File: src/rtl/seq_game_pkg.sv
// Shared state encoding, LFSR constants and width helpers for the sequence-memory game core.
package seq_game_pkg;

  typedef enum logic [2:0] {
    IDLE,
    GEN,
    SHOW_ON,
    SHOW_OFF,
    INPUT,
    WON,
    LOST
  } state_e;

  localparam int unsigned LFSR_W = 16;
  // Feedback taps 16,14,13,11 as a mask over lfsr[15:0]
  localparam logic [LFSR_W-1:0] LFSR_TAPS = 16'hB400;

  function automatic int unsigned max3(input int unsigned a, input int unsigned b,
                                       input int unsigned c);
    int unsigned m;
    m = (a > b) ? a : b;
    return (m > c) ? m : c;
  endfunction

endpackage

File: src/rtl/seq_lfsr.sv
// 16-bit Fibonacci LFSR, synchronous reset to SEED; exposes only the low OUT_W bits.
module seq_lfsr
  import seq_game_pkg::*;
#(
  parameter logic [LFSR_W-1:0] SEED  = 16'hACE1,
  parameter int unsigned       OUT_W = 2
) (
  input  logic             iClock,
  input  logic             iResetn,
  input  logic             en_i,
  output logic [OUT_W-1:0] lfsr_o
);

  logic [LFSR_W-1:0] lfsr_q, lfsr_d;

  always_comb begin
    lfsr_d = lfsr_q;
    if (en_i) lfsr_d = {lfsr_q[LFSR_W-2:0], ^(lfsr_q & LFSR_TAPS)};
  end

  always_ff @(posedge iClock) begin
    if (!iResetn) lfsr_q <= SEED;
    else          lfsr_q <= lfsr_d;
  end

  assign lfsr_o = lfsr_q[OUT_W-1:0];

endmodule

File: src/rtl/seq_round_engine.sv
// Sequence-memory game core: grows, replays and checks a pseudo-random key sequence.
// Optional input timeout enabled with `define SEQ_TIMEOUT_EN.
module seq_round_engine
  import seq_game_pkg::*;
#(
  parameter int unsigned       NUM_KEYS       = 4,
  parameter int unsigned       MAX_LEVEL      = 8,
  parameter int unsigned       SHOW_CYCLES    = 25_000_000,
  parameter int unsigned       GAP_CYCLES     = 12_500_000,
  parameter int unsigned       TIMEOUT_CYCLES = 250_000_000,
  parameter logic [LFSR_W-1:0] LFSR_SEED      = 16'hACE1
) (
  input  logic                           iClock,
  input  logic                           iResetn,
  input  logic                           start,
  input  logic [NUM_KEYS-1:0]            key,
  output logic [$clog2(NUM_KEYS)-1:0]    oLightIdx,
  output logic                           oLightOn,
  output logic                           oInputPhase,
  output logic [$clog2(MAX_LEVEL+1)-1:0] oLevel,
  output logic                           oWon,
  output logic                           oLost
);

  localparam int unsigned KW = $clog2(NUM_KEYS);
  localparam int unsigned LW = $clog2(MAX_LEVEL + 1);
  localparam int unsigned AW = (MAX_LEVEL > 1) ? $clog2(MAX_LEVEL) : 1;
  localparam int unsigned CW = $clog2(max3(SHOW_CYCLES, GAP_CYCLES, TIMEOUT_CYCLES) + 1);
  localparam logic [CW-1:0] SHOW_LOAD = CW'(SHOW_CYCLES - 1);
  localparam logic [CW-1:0] GAP_LOAD  = CW'(GAP_CYCLES - 1);

  state_e          state_q, state_d;
  logic            start_q, start_rise;
  logic [LW-1:0]   level_q, level_d, step_q, step_d;
  logic [CW-1:0]   cnt_q, cnt_d;
  logic            light_q, light_d;
  logic [KW-1:0]   idx_q, idx_d;
  logic            gap_gen_q, gap_gen_d;
  logic            won_q, lost_q, inph_q;
  logic [KW-1:0]   seq_q [MAX_LEVEL];
  logic [KW-1:0]   rand_key, key_idx, exp_key, next_key;
  logic            key_one, step_last;
`ifdef SEQ_TIMEOUT_EN
  logic [CW-1:0]   to_q, to_d;
`endif

  seq_lfsr #(
    .SEED  (LFSR_SEED),
    .OUT_W (KW)
  ) u_lfsr (
    .iClock  (iClock),
    .iResetn (iResetn),
    .en_i    (1'b1),
    .lfsr_o  (rand_key)
  );

  assign start_rise = start & ~start_q;
  assign exp_key    = seq_q[AW'(step_q)];
  assign next_key   = seq_q[AW'(step_q + LW'(1))];
  assign step_last  = ((step_q + LW'(1)) == level_q);

  always_comb begin
    key_idx = '0;
    for (int unsigned i = 0; i < NUM_KEYS; i++)
      if (key[i]) key_idx = KW'(i);
    key_one = (key != '0) && ((key & (key - NUM_KEYS'(1))) == '0);
  end

  always_comb begin
    state_d   = state_q;
    level_d   = level_q;
    step_d    = step_q;
    cnt_d     = cnt_q;
    light_d   = 1'b0;
    idx_d     = idx_q;
    gap_gen_d = gap_gen_q;
`ifdef SEQ_TIMEOUT_EN
    to_d      = to_q;
`endif
    case (state_q)
      IDLE, WON, LOST: ;
      GEN: begin
        // buf[0] is written this same cycle on the first round, so bypass it
        idx_d     = (level_q == '0) ? rand_key : seq_q[0];
        level_d   = level_q + LW'(1);
        step_d    = '0;
        cnt_d     = SHOW_LOAD;
        light_d   = 1'b1;
        gap_gen_d = 1'b0;
        state_d   = SHOW_ON;
      end
      SHOW_ON: begin
        if (cnt_q == '0) begin
          cnt_d   = GAP_LOAD;
          state_d = SHOW_OFF;
        end else begin
          cnt_d   = cnt_q - CW'(1);
          light_d = 1'b1;
        end
      end
      SHOW_OFF: begin
        if (cnt_q != '0) begin
          cnt_d = cnt_q - CW'(1);
        end else if (gap_gen_q) begin
          state_d = GEN;
        end else if (step_last) begin
          step_d  = '0;
          state_d = INPUT;
`ifdef SEQ_TIMEOUT_EN
          to_d    = '0;
`endif
        end else begin
          step_d  = step_q + LW'(1);
          idx_d   = next_key;
          cnt_d   = SHOW_LOAD;
          light_d = 1'b1;
          state_d = SHOW_ON;
        end
      end
      INPUT: begin
        if (light_q && cnt_q != '0) begin
          light_d = 1'b1;
          cnt_d   = cnt_q - CW'(1);
        end
`ifdef SEQ_TIMEOUT_EN
        to_d = to_q + CW'(1);
`endif
        if (key != '0) begin
          if (key_one && key_idx == exp_key) begin
`ifdef SEQ_TIMEOUT_EN
            to_d = '0;
`endif
            if (step_last) begin
              // the last key of a round is not echoed; the gap leads into the next GEN
              light_d = 1'b0;
              if (level_q == LW'(MAX_LEVEL)) begin
                state_d = WON;
              end else begin
                cnt_d     = GAP_LOAD;
                gap_gen_d = 1'b1;
                state_d   = SHOW_OFF;
              end
            end else begin
              step_d  = step_q + LW'(1);
              idx_d   = key_idx;
              cnt_d   = SHOW_LOAD;
              light_d = 1'b1;
            end
          end else begin
            light_d = 1'b0;
            state_d = LOST;
          end
        end
`ifdef SEQ_TIMEOUT_EN
        else if (to_q == CW'(TIMEOUT_CYCLES - 1)) begin
          light_d = 1'b0;
          state_d = LOST;
        end
`endif
      end
      default: state_d = IDLE;
    endcase

    if (start_rise) begin
      state_d = GEN;
      level_d = '0;
      step_d  = '0;
      light_d = 1'b0;
    end
  end

  always_ff @(posedge iClock) begin
    if (!iResetn) begin
      state_q   <= IDLE;
      start_q   <= 1'b0;
      level_q   <= '0;
      step_q    <= '0;
      cnt_q     <= '0;
      light_q   <= 1'b0;
      idx_q     <= '0;
      gap_gen_q <= 1'b0;
      won_q     <= 1'b0;
      lost_q    <= 1'b0;
      inph_q    <= 1'b0;
`ifdef SEQ_TIMEOUT_EN
      to_q      <= '0;
`endif
    end else begin
      state_q   <= state_d;
      start_q   <= start;
      level_q   <= level_d;
      step_q    <= step_d;
      cnt_q     <= cnt_d;
      light_q   <= light_d;
      idx_q     <= idx_d;
      gap_gen_q <= gap_gen_d;
      won_q     <= (state_d == WON);
      lost_q    <= (state_d == LOST);
      inph_q    <= (state_d == INPUT);
`ifdef SEQ_TIMEOUT_EN
      to_q      <= to_d;
`endif
    end
  end

  always_ff @(posedge iClock) begin
    if (state_q == GEN) seq_q[AW'(level_q)] <= rand_key;
  end

  assign oLightIdx   = idx_q;
  assign oLightOn    = light_q;
  assign oInputPhase = inph_q;
  assign oLevel      = level_q;
  assign oWon        = won_q;
  assign oLost       = lost_q;

endmodule

File: config.mk
export PLATFORM = sky130hd
export DESIGN_NAME = seq_round_engine
export DESIGN_NICKNAME = d
export VERILOG_FILES = /design/src/rtl/seq_game_pkg.sv /design/src/rtl/seq_lfsr.sv /design/src/rtl/seq_round_engine.sv
export SDC_FILE = /design/constraint.sdc
export NUM_CORES = 1
export LEC_CHECK = 0
export CORE_ASPECT_RATIO = 1.5
export CORE_MARGIN = 2
export CORE_UTILIZATION = 55
export CTS_BUF_LIST = sky130_fd_sc_hd__clkbuf_4
export DETAILED_ROUTE_END_ITERATION = 6
export GPL_TIMING_DRIVEN = 0
export PLACE_DENSITY = 0.81
export REMOVE_ABC_BUFFERS = 1
export SYNTH_ARGS = -nofsm -noshare
export SYNTH_HDL_FRONTEND = slang
export SYNTH_SLANG_ARGS = --single-unit
File: constraint.sdc
create_clock -name iClock -period 3.7 [get_ports iClock]
set_input_delay 0.555 -clock iClock [delete_from_list [all_inputs] [get_ports iClock]]
set_output_delay 0.555 -clock iClock [all_outputs]
set_load 0.03 [all_outputs]
Yosys cells after proc, flatten, opt, wreduce, memory -nomap -nowiden
Memory sizes are Yosys's and may differ from the RTL's. A register that Yosys moved wholly into a read port is not among the register bits.
Index checks and enable logic that the tools add are counted.
{"block": "classes", "magnitude_cmp": 0, "n_addsub": 4, "n_mul": 0, "n_eq_ne": 22, "div": 0, "muxes": 55, "n_bitwise": 4, "shifts": 0, "n_reduce_logical": 19}
{"cell": "28-bit 2-to-1 mux", "n": 9}
{"cell": "28-bit one-hot mux with 4 select lines", "n": 1}
{"cell": "3-bit 2-to-1 mux", "n": 11}
{"cell": "28-bit logical NOT", "n": 1}
{"cell": "28-bit nonzero test", "n": 1}
{"cell": "28-bit by 1-bit subtractor with 28-bit output, second input constant", "n": 1}
{"cell": "4-bit 2-to-1 mux", "n": 6}
{"cell": "3-bit == test, second input constant", "n": 6}
{"cell": "2-bit 2-to-1 mux", "n": 9}
{"cell": "2-bit inequality test, second input constant", "n": 8}
{"cell": "16-bit XOR reduction", "n": 1}
{"cell": "3-bit one-hot mux with 5 select lines", "n": 1}
{"cell": "1-bit 2-to-1 mux", "n": 14}
{"cell": "4-bit one-hot mux with 3 select lines", "n": 1}
{"cell": "4-bit by 1-bit adder with 4-bit output, second input constant", "n": 2}
{"cell": "4-bit logical NOT", "n": 2}
{"cell": "4-bit nonzero test", "n": 2}
{"cell": "7-bit AND reduction", "n": 1}
{"cell": "3-bit by 2-bit == test with 1-bit output, second input constant", "n": 2}
{"cell": "3-bit inequality test, second input constant", "n": 2}
{"cell": "2-bit one-hot mux with 3 select lines", "n": 1}
{"cell": "6-bit AND reduction", "n": 1}
{"cell": "5-bit AND reduction", "n": 1}
{"cell": "4-bit AND", "n": 1}
{"cell": "16 further kinds", "n": 19}
{"block": "word_totals", "mem_bits_ro": 0, "ram_bits": 16, "output_inout_bits": 10, "wordCells": 117, "input_bits": 7, "memories": 1, "latchBits": 0, "regBits": 63}
{"name": "seq_q", "depth": 8, "word_bits": 2, "read_ports": 3, "rd_ports_with_merged_regs": 1, "wr": 1, "line": "seq_round_engine.sv:40", "rtl": "logic [KW-1:0] seq_q [MAX_LEVEL];"}

Depth between registers and ports, before layout
Gate-level depths: netlist of run 1.
{"block": "logic_depth", "ltp_word": 10, "mapped_depth": 11, "mapped_depth_nobuf": 9}

Hierarchy
From an unflattened synthesis of run 1, not the netlist that was laid out.
{"block": "unflattened", "hier_cells": 563, "area_unflattened_um2": 4916.0}
{"mod": "seq_round_engine", "cells_per_inst": 507, "instances": 1, "area_per_inst_um2": 4270.3, "seq_area_each_um2": 1481.4}
{"mod": "seq_lfsr", "cells_per_inst": 56, "instances": 1, "area_per_inst_um2": 645.6, "seq_area_each_um2": 320.3}

Worst setup path before layout of run 1
No wires, ideal clock.
{"block": "synth_timing", "path_kind": "register to register", "from": "reg step_q[1]", "to": "reg cnt_q[26]", "path_slack_ns": 1.055, "path_stages_with_launch": 10, "required_time_ns": 3.643, "synth_period_minus_slack_ns": 2.645, "arrival_ns": 2.587, "setup_ns": 0.057, "path_cell_list": "dfxtp_1 -> ha_1 -> clkbuf_1 -> xnor2_1 -> nand2_1 -> or4_1 -> a311oi_1 -> o211ai_1 -> nor4_1 -> a21o_1"}
{"block": "synth_between", "elab_chain_len": 6, "word_cells_on_any_way": 8, "classes_between": "add/sub (1); eq/ne (2); mux (4); reduce/logical (1)"}
{"element": "start, declared", "line": "seq_round_engine.sv:34", "rtl": "logic [LW-1:0] level_q, level_d, step_q, step_d;"}
{"element": "start signal, assigned", "line": "seq_round_engine.sv:192", "rtl": "step_q <= step_d;"}
{"element": "4-bit by 1-bit adder with 4-bit output *", "line": "seq_round_engine.sv:60", "rtl": "assign step_last = ((step_q + LW'(1)) == level_q);"}
{"element": "4-bit == test *", "line": "seq_round_engine.sv:60"}
{"element": "28-bit 2-to-1 mux", "line": "seq_round_engine.sv:133", "rtl": "if (step_last) begin"}
{"element": "28-bit 2-to-1 mux", "line": "seq_round_engine.sv:129", "rtl": "if (key_one && key_idx == exp_key) begin"}
{"element": "28-bit 2-to-1 mux", "line": "seq_round_engine.sv:128", "rtl": "if (key != '0) begin"}
{"element": "28-bit one-hot mux with 4 select lines", "line": "seq_round_engine.sv:80", "rtl": "case (state_q)"}
{"element": "end signal, assigned", "line": "seq_round_engine.sv:193", "rtl": "cnt_q <= cnt_d;"}
{"element": "end, declared", "line": "seq_round_engine.sv:35", "rtl": "logic [CW-1:0] cnt_q, cnt_d;"}
Mark *: on every way between the ends. The rest lies on a longest branch, timed or not.
A chain may end at the register's enable or synchronous reset.

Worst setup path after layout of run 1
{"block": "layout_timing", "from": "reg cnt_q[7]", "to": "reg cnt_q[11]"}
{"block": "layout_between", "elab_chain_len": 8, "word_cells_on_any_way": 15, "classes_between": "add/sub (1); eq/ne (2); mux (8); reduce/logical (4)"}
{"element": "parallel branches: the longest is 8 deep, another holds 28-bit by 1-bit subtractor with 28-bit output"}
Several ways; the timed one is not identified.

==> results of run 1 <==
-- cell usage after synthesis, types with 13 or more instances --
cell	n	share of area
edfxtp_1	16	0.10
o211ai_1	13	0.021
o21ai_0	28	0.030
inv_1	14	0.011
nand2_1	48	0.039
xor2_1	18	0.034
xnor2_1	13	0.025
nand3_1	18	0.019
clkbuf_1	22	0.018
dfxtp_1	66	0.28
nor2_1	47	0.038
a21oi_1	38	0.041
nor3_1	25	0.027
-- per-stage QoR --
step | std cells | util | cell area (um^2) | setup WS [ns] | hold slack, ns
floorplan | 507 | - | 4520 | 0.688 | 0.386
global placement | 630 | 0.579 | 4810 | -0.266 | 0.394
detailed placement | 630 | 0.579 | 4810 | -0.329 | 0.395
CTS | 646 | 0.597 | 4960 | 0.0467 | 0.425
global route | 649 | 0.600 | 4980 | 0.143 | 0.464
finish | 649 | 0.600 | 4980 | 0.357 | 0.420
-- cells by family (layout without fill, tap and decap cells) --
| family | after synthesis | in the layout |
|---|---|---|
| simple gates | 218 | 218 |
| buf+inv | 46 | 49 |
| compound gates | 140 | 140 |
| mux | 17 | 17 |
| fa+ha+maj | 5 | 5 |
| flops | 82 | 82 |
| xor+xnor | 31 | 31 |
-- routing by layer --
layer,global-route usage,share of wire,up-vias
met5,0,0,-
met2,0.488,0.51,202
li1,-,-,2001
met4,0.194,0.053,0
met3,0.0495,0.064,50
met1,0.300,0.37,1974
-- power by group --
part	switching (mW)	internal [mW]
combinational	0.273	0.165
clock	0.330	0.227
sequential	0.0669	0.959
total	0.670	1.35
-- repair_timing --
item / CTS / global route
buffers inserted: 0 / 3
pin swaps: 0 / 1
endpoints found under the setup margin: 13 / 6
gates resized for setup: 1 / 0
-- cell type report --
type / instances / area [um^2] / area share
Tap cell: 107 / 134 / 0.0269
Clock buffer: 11 / 82.6 / 0.0166
Inverter: 14 / 52.6 / 0.0105
Clock inverter: 5 / 63.8 / 0.0128
Multi-Input combinational cell: 411 / 2670 / 0.536
Sequential cell: 82 / 1800 / 0.362
Timing Repair Buffer: 19 / 178 / 0.0357
-- placed cells by master, fill, tap and decap left out, drive strengths merged, types with 6 or more instances in the layout --
cell	count
a21o	7
a21oi	38
a31oi	6
and2	11
clkbuf	11
clkdlybuf4s50	15
dfxtp	66
edfxtp	16
inv	15
mux2i	9
mux4	8
nand2	48
nand2b	12
nand3	18
nand4	7
nor2	47
nor3	25
nor4	13
o211ai	13
o21ai	28
o22ai	6
o31ai	6
or3	8
or4	7
xnor2	13
xor2	18
-- how the worst max path moves through the flow --
stage,from,endpoint,slack (ns),cells after the start
2_1_floorplan,cnt_q[7],cnt_q[7],0.69,7
3_3_place_gp,cnt_q[7],cnt_q[7],-0.27,7
3_5_place_dp,cnt_q[7],cnt_q[7],-0.33,7
4_1_cts,cnt_q[7],cnt_q[7],0.05,7
5_1_grt,step_q[0],cnt_q[4],0.14,8
6_report,cnt_q[7],cnt_q[11],0.36,8
-- flip-flops by register name (all words and copies together) (netlist names), named ones only --
signal / count
cnt_q: 28
gap_gen_q: 1
oInputPhase: 1
oLevel: 4
oLightIdx: 2
oLightOn: 1
oLost: 1
oWon: 1
seq_q: 16
start_q: 1
state_q: 3
step_q: 4
u_lfsr.lfsr_q: 16
==> impl_metrics.tcl, run 1 <==
set metrics [dict create \
    synthSimpleGateAreaFrac 0.246 \
    syn_to_final_growth_pct 7.27 \
    max_stage_delay_ns 0.60 \
    netlist_area_mm2 0.00464 \
    ys_ff_latch 82 \
    cpLargestDelayFamily "simple AND/OR/NAND/NOR gates" \
    power.total_mw 2.02 \
    port_buffers 16 \
    synth.avg_cell_area_um2 8.62 \
    place_hpwl_um 8760 \
    grt_remaining_overflow 0 \
    setup_viol 0 \
    vias 4227 \
    gp_congestion 0.935 \
    crit_path_cell_trace "or4_4, nor4b_4, nand3_1, o31ai_4, buf_4, a21oi_1, o221ai_1, a21oi_1" \
    clk_latency_ns 0.47 \
    ys_types 62 \
    worst_path_max_delay_cell "or4_4" \
    yosys_warnings 0 \
    final_nets 549 \
    async_reset_ff_frac 0 \
    yosys_most_used_dff "dfxtp_1" \
    period_needed_ns 3.34 \
    start_util 0.559 \
    leakage_nw 1.72 \
    ir_drop_v 0.000361 \
    die_area_mm2 0.00921 \
    synth_top_family_by_area "simple AND/OR/NAND/NOR gates" \
    antenna_found_initial 0 \
    clockBufferDepth 2 \
    status "finished, final reports clean" \
    dr.pass1.iters 6 \
    grt_pass1_wl_um 19600 \
    gr-usage-all-layers 0.278 \
    numCtsBuffers 9 \
    end_kind "flip-flop" \
    r2r-start "cnt_q[7]" \
    drt-vias-per-instance 6.51 \
    synthCells 539 \
    critPathKind "flip-flop to flip-flop" \
    drive_gt1_frac 0.0701 \
    fin_skew_ns 0.0241 \
    synth_compound_area_frac 0.196 \
    critical_path.most_common_cell "a21oi_1" \
    p_per_area_mw_per_mm2 406 \
    cap_violations 0 \
    crit_arrival_ns 3.69 \
    hp-class "flip-flop to flip-flop" \
    ys_seq_area_frac 0.388 \
    synthMuxAreaShare 0.0582 \
    hold_path_depth 1 \
    cts-root-buf "clkbuf_4" \
    synth_xor_area_frac 0.0585 \
    fmax_mhz 299 \
    min_period_over_period 0.903 \
    min_to "u_lfsr.lfsr_q[6]" \
    crit_fanout 13 \
    grt_max_degree 39 \
    r2r_slack_ns 0.36 \
    pin_count 17 \
    drt_iter0_markers 540 \
    nFillCells 750 \
    rr_worst_depth 8 \
    cts.sinks 82 \
    finalHoldViolations 0 \
    synthAdderAreaFrac 0.0135 \
    wl_per_cell_um 18.9 \
    antenna_cells 0 \
    core_area_mm2 0.00831 \
    holdBufCountCts 0 \
    fin_setup_tns_ns 0 \
    path_clk_slew_ns 0.15 \
    relSlewSlack 0.310 \
    wl_um 12300 \
    r2r_end "cnt_q[11]" \
    ant_nets 0 \
    fp-row-count 41 \
    synth_edf_count 16 \
    min_from "u_lfsr.lfsr_q[5]" \
    first_global_vias 4024 \
    rsz0062_at_grt "no" \
    die_y_um 117 \
    die_w_um 79.0 \
    critPathRequiredTime_ns 4.05 \
    cts.htree.levels 3 \
    startpoint_type "flip-flop" \
    worstMarginPinSlew_ns 1.03 \
    report.final.slew_viol_count 0 \
    cts_tree "built" \
    drcViolationCount 0 \
    path_buf_inv 1 \
]
(Power assumes the default switching activity.)
==> inputs of run 2 (changes only) <==
Settings changed: CAP_MARGIN set to 20, REMOVE_ABC_BUFFERS 1 to not set.
==> run 2 against run 1 <==
  * First-iteration DRC count fell by 6.5%
  * Die area did not move
  * Core utilization rose by 1.2 points
  * Non-clock buffer count rose by 29
  * Combinational power rose by 11%
  * Maximum frequency fell by 3.6%
  * Sequential power barely moved
  * Register-to-register slack got worse by 0.12 ns
  * Critical path depth did not move
  * Worst setup slack got worse by 0.12 ns
  * Wire length rose by 9.9%
  * Critical path type unchanged
  * Largest cell class unchanged
==> impl_metrics.tcl, run 2 (synthesis gave the netlist of run 1 again) <==
set metrics [dict create \
    status "finished, final reports clean" \
    place_hpwl_um 10100 \
    startpoint_type "flip-flop" \
    ant_nets 0 \
    wl_per_cell_um 19.9 \
    drt_iter0_markers 505 \
    cts_setup_buffers 0 \
    relSlewSlack 0.246 \
    final_util 0.612 \
    crit_arrival_ns 3.85 \
    placed_cells 662 \
    clk_latency_ns 0.46 \
    antenna_found_initial 0 \
    critPathRequiredTime_ns 4.08 \
    cts_tree "built" \
    worst_path_max_delay_cell "o31ai_2" \
    drt-vias-per-instance 6.55 \
    pin_count 17 \
    power.share.sequential 0.490 \
    top_register "cnt_q" \
    drcViolationCount 0 \
    power_frac_comb 0.237 \
    cts-root-buf "clkbuf_4" \
    ir_drop_v 0.000285 \
    cts.htree.levels 3 \
    grt_pass1_wl_um 21400 \
    critPathKind "flip-flop to flip-flop" \
    hp-class "flip-flop to flip-flop" \
    fmax_mhz 288 \
    start_util 0.559 \
    vias 4442 \
    grt_max_degree 16 \
    grt_remaining_overflow 0 \
    crit_fanout 10 \
    final_nets 578 \
    min_period_over_period 0.937 \
    syn_to_final_growth_pct 9.43 \
    finalHoldViolations 0 \
    first_global_vias 4366 \
    dpl-instance-area_mm2 0.00494 \
    max_stage_delay_ns 0.69 \
    netSwitchingFraction 0.343 \
    fp-row-count 41 \
    most-common-layout-cells "dfxtp_1 (66), nand2_1 (48), nor2_1 (47)" \
    end_kind "flip-flop" \
    syn_nets 551 \
    die_w_um 79.0 \
    cap_violations 0 \
    gr-usage-all-layers 0.303 \
    numCtsBuffers 9 \
    gp_congestion 1.01 \
    p_int_mw 1.35 \
    fin_skew_ns 0.0314 \
    port_buffers 16 \
    post_cts_resized 0 \
    cpLargestDelayFamily "simple AND/OR/NAND/NOR gates" \
    clkPwrFrac 0.273 \
    fin_setup_tns_ns 0 \
    largest_register_ffs 28 \
    setup_viol 0 \
    path_buf_inv 2 \
    die_area_mm2 0.00921 \
    leakage_nw 1.76 \
    path_clk_slew_ns 0.16 \
    crit_path_cell_trace "clkbuf_1, nor4_1, nor4b_4, nand3_1, o31ai_2, buf_2, nor2_1, o2111a_1" \
    design_area_mm2 0.00508 \
    cts.sinks 82 \
    period_needed_ns 3.47 \
    wl_um 13500 \
    rsz0062_at_grt "no" \
    clockBufferDepth 2 \
    holdBufCountCts 0 \
    power_switching_mw 0.701 \
    reg_top3 "cnt_q: 28 flops, seq_q: 16 flops, u_lfsr.lfsr_q: 16 flops" \
    final_cells 678 \
    report.final.slew_viol_count 0 \
    drive_gt1_frac 0.0718 \
    worstMarginPinSlew_ns 1.13 \
    core_area_mm2 0.00831 \
    die_y_um 117 \
    p_per_area_mw_per_mm2 403 \
    antenna_cells 0 \
    layout_commonest_cell "dfxtp_1" \
    dr.pass1.iters 7 \
]
-- run 2: cell types whose count changed in the layout (fill, tap and decap cells not counted), moves of 2 or more --
cell / previous run / this run
clkbuf_4: 11 / 9
buf_1: 0 / 3
buf_4: 3 / 0
clkbuf_1: 0 / 22
inv_6: 0 / 2
clkinv_4: 2 / 0
buf_2: 1 / 7
-- run 2: cell type report --
class	count	area, um^2
well taps	107	134
clock inverters	7	76.3
repair buffers	16	160
multi-input cells	411	2660
plain buffers	32	129
inverters	14	52.6
fillers	786	3230
clock buffers	9	67.6
flip-flops and latches	82	1800
-- run 2: per-layer routing --
| metal | up-vias | routed length, um | track usage |
|---|---|---|---|
| li1 | 2062 | - | - |
| met1 | 2089 | 4920 | 0.305 |
| met2 | 212 | 6820 | 0.544 |
| met3 | 79 | 714 | 0.0587 |
| met4 | 0 | 1050 | 0.238 |
| met5 | - | 0 | 0 |
-- run 2: metrics by stage --
stage | hold WS (ns) | worst slack, ns | total power, mW
2_1_floorplan | 0.386 | 1.06 | 1.36
3_3_place_gp | 0.394 | 0.203 | 1.48
3_5_place_dp | 0.402 | 0.184 | 1.49
4_1_cts | 0.434 | 0.317 | 2.04
5_1_grt | 0.450 | 0.0945 | 2.13
6_report | 0.428 | 0.233 | 2.05
-- run 2: power by group through the flow --
stage / Sequential (mW) / Clock (mW) / Combinational, mW
after detailed placement: 1.02 / 0 / 0.466
after CTS: 1.00 / 0.567 / 0.471
after global routing: 1.01 / 0.596 / 0.526
final: 1.00 / 0.559 / 0.484
after floorplan: 1.01 / 0 / 0.346
after global placement: 1.02 / 0 / 0.457
-- run 2: final timing paths --
check	end	startpoint	slack, ns	cells past startpoint
max	cnt_q[2]	cnt_q[11]	0.23	8
min	u_lfsr.lfsr_q[10]	u_lfsr.lfsr_q[9]	0.43	1
max reg2reg	cnt_q[2]	cnt_q[11]	0.23	8
min reg2reg	u_lfsr.lfsr_q[10]	u_lfsr.lfsr_q[9]	0.43	1
==> inputs of run 3 (changes only) <==
Settings changed: CTS_CLUSTER_SIZE set to 28, GPL_TIMING_DRIVEN 0 to 1.
==> run 3 against run 2 <==
  * Register-to-register slack improved by 0.39 ns
  * Core utilization fell by 0.38 points
  * Clock skew fell by 0.0016 ns
  * First-iteration DRC count rose by 10%
  * Hold slack got worse by 0.0071 ns
  * Combinational power fell by 5.8%
  * Global-route usage fell by 2.5 points
  * Clock power fell by 5.4%
  * Worst setup slack improved by 0.39 ns
  * Via count fell by 3.3%
  * Die area did not move
  * Largest cell class unchanged
  * Largest power group unchanged
  * Highest routed layer unchanged
==> impl_metrics.tcl, run 3 (synthesis gave the netlist of run 1 again) <==
set metrics [dict create \
    antenna_found_initial 0 \
    numCtsBuffers 9 \
    grt_remaining_overflow 0 \
    reg_top3 "cnt_q: 28 flops, seq_q: 16 flops, u_lfsr.lfsr_q: 16 flops" \
    min_from "u_lfsr.lfsr_q[6]" \
    ir_drop_v 0.000268 \
    pin_count 17 \
    start_util 0.559 \
    min_period_over_period 0.831 \
    cts.sinks 82 \
    gr-usage-all-layers 0.278 \
    holdBufCountCts 0 \
    drt_iter0_markers 556 \
    fin_skew_ns 0.0298 \
    vias 4295 \
    cap_violations 0 \
    hp-class "flip-flop to flip-flop" \
    wl_um 12500 \
    cts_tree "built" \
    drive_gt1_frac 0.0850 \
    layout_commonest_cell "dfxtp_1" \
    cts-root-buf "clkbuf_4" \
    place_hpwl_um 9260 \
    crit_fanout 9 \
    period_needed_ns 3.07 \
    rsz0062_at_grt "no" \
    fin_setup_tns_ns 0 \
    die_y_um 117 \
    min_to "u_lfsr.lfsr_q[7]" \
    drcViolationCount 0 \
    cts.htree.levels 3 \
    finalHoldViolations 0 \
    post_cts_resized 0 \
    setup_viol 0 \
    final_nets 560 \
    status "finished, final reports clean" \
    syn_nets 551 \
    dr.pass1.iters 6 \
    end_kind "flip-flop" \
    power.total_mw 2.01 \
    grt_max_degree 29 \
    clockBufferDepth 2 \
    gp_congestion 1.02 \
    wirelength_met1_um 4630 \
    grt_pass1_wl_um 19600 \
    top_register "cnt_q" \
    critPathKind "flip-flop to flip-flop" \
    antenna_cells 0 \
    relSlewSlack 0.255 \
    clk_latency_ns 0.46 \
    wl_met3_um 620 \
    die_area_mm2 0.00921 \
    r2r_slack_ns 0.63 \
    r2r-start "step_q[0]" \
    startpoint_type "flip-flop" \
    report.final.slew_viol_count 0 \
    die_w_um 79.0 \
    first_global_vias 4034 \
    path_clk_slew_ns 0.12 \
    wl_met2_um 6450 \
    most-common-layout-cells "dfxtp_1 (66), nand2_1 (48), nor2_1 (47)" \
    crit_arrival_ns 3.45 \
    ant_nets 0 \
    top_layer "met4" \
    r2r_end "cnt_q[25]" \
    wl_per_cell_um 19.0 \
    port_buffers 16 \
    rr_worst_depth 9 \
    cts_setup_buffers 0 \
    worstMarginPinSlew_ns 1.11 \
    hold_path_depth 1 \
    p_per_area_mw_per_mm2 398 \
    leakage_nw 1.77 \
    critPathRequiredTime_ns 4.08 \
    fmax_mhz 325 \
    core_area_mm2 0.00831 \
    largest_register_ffs 28 \
    drt-vias-per-instance 6.51 \
    syn_to_final_growth_pct 8.76 \
    fp-row-count 41 \
]
-- run 3: cell types whose count changed in the layout (fill, tap and decap cells not counted), moves of 2 or more --
cell | previous run | this run
buf_2 | 7 | 0
buf_4 | 0 | 14
clkbuf_1 | 22 | 0
inv_6 | 2 | 0
clkbuf_4 | 9 | 11
buf_1 | 3 | 0
-- run 3: how the worst max path moves through the flow --
stage,from,endpoint,slack [ns],cells after the start
floorplan,step_q[1],cnt_q[26],1.06,9
global placement,step_q[0],cnt_q[4],0.70,9
detailed placement,key[2],cnt_q[20],0.59,7
CTS,step_q[0],cnt_q[25],0.65,9
global route,step_q[0],cnt_q[4],0.37,9
finish,step_q[0],cnt_q[25],0.63,9
-- run 3: layout make-up --
cell class                 count  area, um^2
fill                         723        3260
multi-input combinational    411        2660
sequential                    82        1800
timing repair buffer          30         265
tap                          107         134
clock buffer                  11        82.6
clock inverter                 5        53.8
inverter                      14        52.6
-- run 3: worst max-delay path, cell delays in order, from the launching register on --
cell and delay [ns]:
dfxtp_1 0.32, buf_4 0.16, ha_1 0.48, xnor2_1 0.16, nand2_1 0.12, or4_1 0.57
a31oi_1 0.61, o21ai_0 0.25, o21ai_0 0.21, o2bb2ai_1 0.13
-- run 3: routing by layer --
layer | vias up | track usage
met3 | 70 | 0.0433
met4 | 0 | 0.186
met5 | - | 0
met1 | 2021 | 0.293
li1 | 2012 | -
met2 | 192 | 0.506
-- run 3: per-stage QoR --
step / util / hold WS [ns] / instances / instance area (um^2) / worst slack [ns]
after floorplan: - / 0.386 / 539 / 4640 / 1.06
after global placement: 0.591 / 0.391 / 644 / 4910 / 0.703
after detailed placement: 0.591 / 0.397 / 644 / 4910 / 0.591
after CTS: 0.608 / 0.425 / 660 / 5050 / 0.653
after global routing: 0.608 / 0.456 / 660 / 5050 / 0.370
final: 0.608 / 0.421 / 660 / 5050 / 0.626
-- run 3: where the power goes --
group / leakage [nW] / internal, mW / switching (mW)
sequential: 0.685 / 0.959 / 0.0668
clock: 0.0788 / 0.220 / 0.309
combinational: 1.01 / 0.177 / 0.279
total: 1.77 / 1.36 / 0.655
==> variant (settings of run 2) <==
The 7 states of `state_e` get a one-hot encoding in 7 bits.
--- a/src/rtl/seq_game_pkg.sv
+++ b/src/rtl/seq_game_pkg.sv
@@ -1,14 +1,14 @@
 // Shared state encoding, LFSR constants and width helpers for the sequence-memory game core.
 package seq_game_pkg;
 
-  typedef enum logic [2:0] {
-    IDLE,
-    GEN,
-    SHOW_ON,
-    SHOW_OFF,
-    INPUT,
-    WON,
-    LOST
+  typedef enum logic [6:0] {
+    IDLE     = 7'b0000001,
+    GEN      = 7'b0000010,
+    SHOW_ON  = 7'b0000100,
+    SHOW_OFF = 7'b0001000,
+    INPUT    = 7'b0010000,
+    WON      = 7'b0100000,
+    LOST     = 7'b1000000
   } state_e;
 
   localparam int unsigned LFSR_W = 16;
Behaviour: same outputs for any inputs over 10 cycles, from zero or initial values and one cycle with iResetn low; not proved beyond that.
==> variant against run 2 <==
Sequential share of layout area decreased by 1.1 points; core utilization increased by 0.51 points; area after synthesis increased by 8.2%; setup slack improved by 0.29 ns; sequential cell count increased by 4; wire length decreased by 2.0%; die area increased by 7.9%; total power decreased by 6.5%; final area increased by 7.8%.
==> variant: results (changes against run 2) <==
Clock tree
  • Worst skew pair latency: 0.48 ns (was 0.46 ns)
  • Clk slew on worst S/H paths: 0.14 ns (was 0.16 ns)

Synth
  • Netlist cell types: 74 (was 62)
  • Post-Syn Nets: 585 (was 551)
  • Most frequent cells after synthesis: dfxtp_1, nand2_1, nor2_1 (unchanged)
  • Synth top area cells: dfxtp_1, edfxtp_1, o21ai_0 (was dfxtp_1, edfxtp_1, a21oi_1)
  • Sequential share of the synthesized area: 37.4% (was 38.8%)

Power
  • Worst vdd ir: 0.285 mV (about the same)
  • Pleak: 2.00 nW (was 1.76 nW)

Hold path
  • Min-delay src: u_lfsr.lfsr_q[14] (was u_lfsr.lfsr_q[9])
  • WHS Endpoint: u_lfsr.lfsr_q[15] (was u_lfsr.lfsr_q[10])

Drt
  • Met3 routed WL: 722 um (was 714 um)
  • Drt first pass iters: 6 (was 7)
  • Met2 wire length: 6950 um (was 6820 um)
  • DRT iter0 DRCs: 374 (was 505)
  • Vias/cell: 6.38 (was 6.55)

Timing
  • Final worst slack: 0.524 ns (was 0.233 ns)
  • Slew @ Worst Pin: 0.907 ns (was 1.13 ns)
  • Clk_skew: 0.0295 ns (was 0.0314 ns)

Outcome
  • Outcome: complete, no violations (unchanged)

Global routing
  • Grt met1 use: 28.9% (was 30.5%)
  • Grt met2 use: 49.8% (was 54.4%)
  • GRT Resource Usage Total: 28.7% (was 30.3%)
  • Vias in the first global route: 4618 (was 4366)
  • Initial antenna violation count: 1 (was 0)
  • Largest net degree at the start of global routing: 17 (was 16)

Setup path
  • R2r endpoint: cnt_q[7] (was cnt_q[2])
  • Slowest-stage cell, CP: nor2_1 (was o31ai_2)
  • Worst Path Arrival: 3.55 ns (was 3.85 ns)
  • R2R depth: 10 (was 8)
  • FF-to-FF Start: cnt_q[0] (was cnt_q[11])
  • Critical Path Max Stage Delay: 0.60 ns (was 0.69 ns)

Finish
  • Non-CTS buffers: 53 (was 48)
  • Non-clock buffering overhead: 6.56% (was 5.69%)
  • Ant. Diodes: 1 (was 0)
  • Inverters: 10 (was 14)
  • Clock-cell share: 2.72% (was 2.83%)
  • Seq area share: 34.4% (was 35.5%)
  • Fill cells: 780 (was 786)

Place
  • Placed Area: 5330 um2 (was 4940 um2)

Floorplan
  • Die footprint: 9940 um2 (was 9210 um2)
[variant: stage by stage]
stage               instances  hold WS [ns]  utilization [%]
CTS                       716         0.433             61.6
global route              717         0.456             61.7
detailed placement        700         0.399             60.0
finish                    717         0.426             61.7
global placement          700         0.391             60.0
floorplan                 574         0.386                -
[variant: where the power goes]
group          internal [mW]  leakage, nW  switching, mW  total [mW]
registers              0.981        0.713         0.0218        1.00
clock network          0.217       0.0828          0.360       0.577
logic                  0.117         1.21          0.217       0.334
total                   1.31         2.00          0.599        1.91
[variant: cells by family after synthesis]
family | after synthesis | synth area share (%)
flops | 86 | 37.4
simple gates | 219 | 23.0
mux | 20 | 5.55
buf+inv | 47 | 4.70
fa+ha+maj | 4 | 0.996
xor+xnor | 49 | 9.33
compound gates | 149 | 19.0
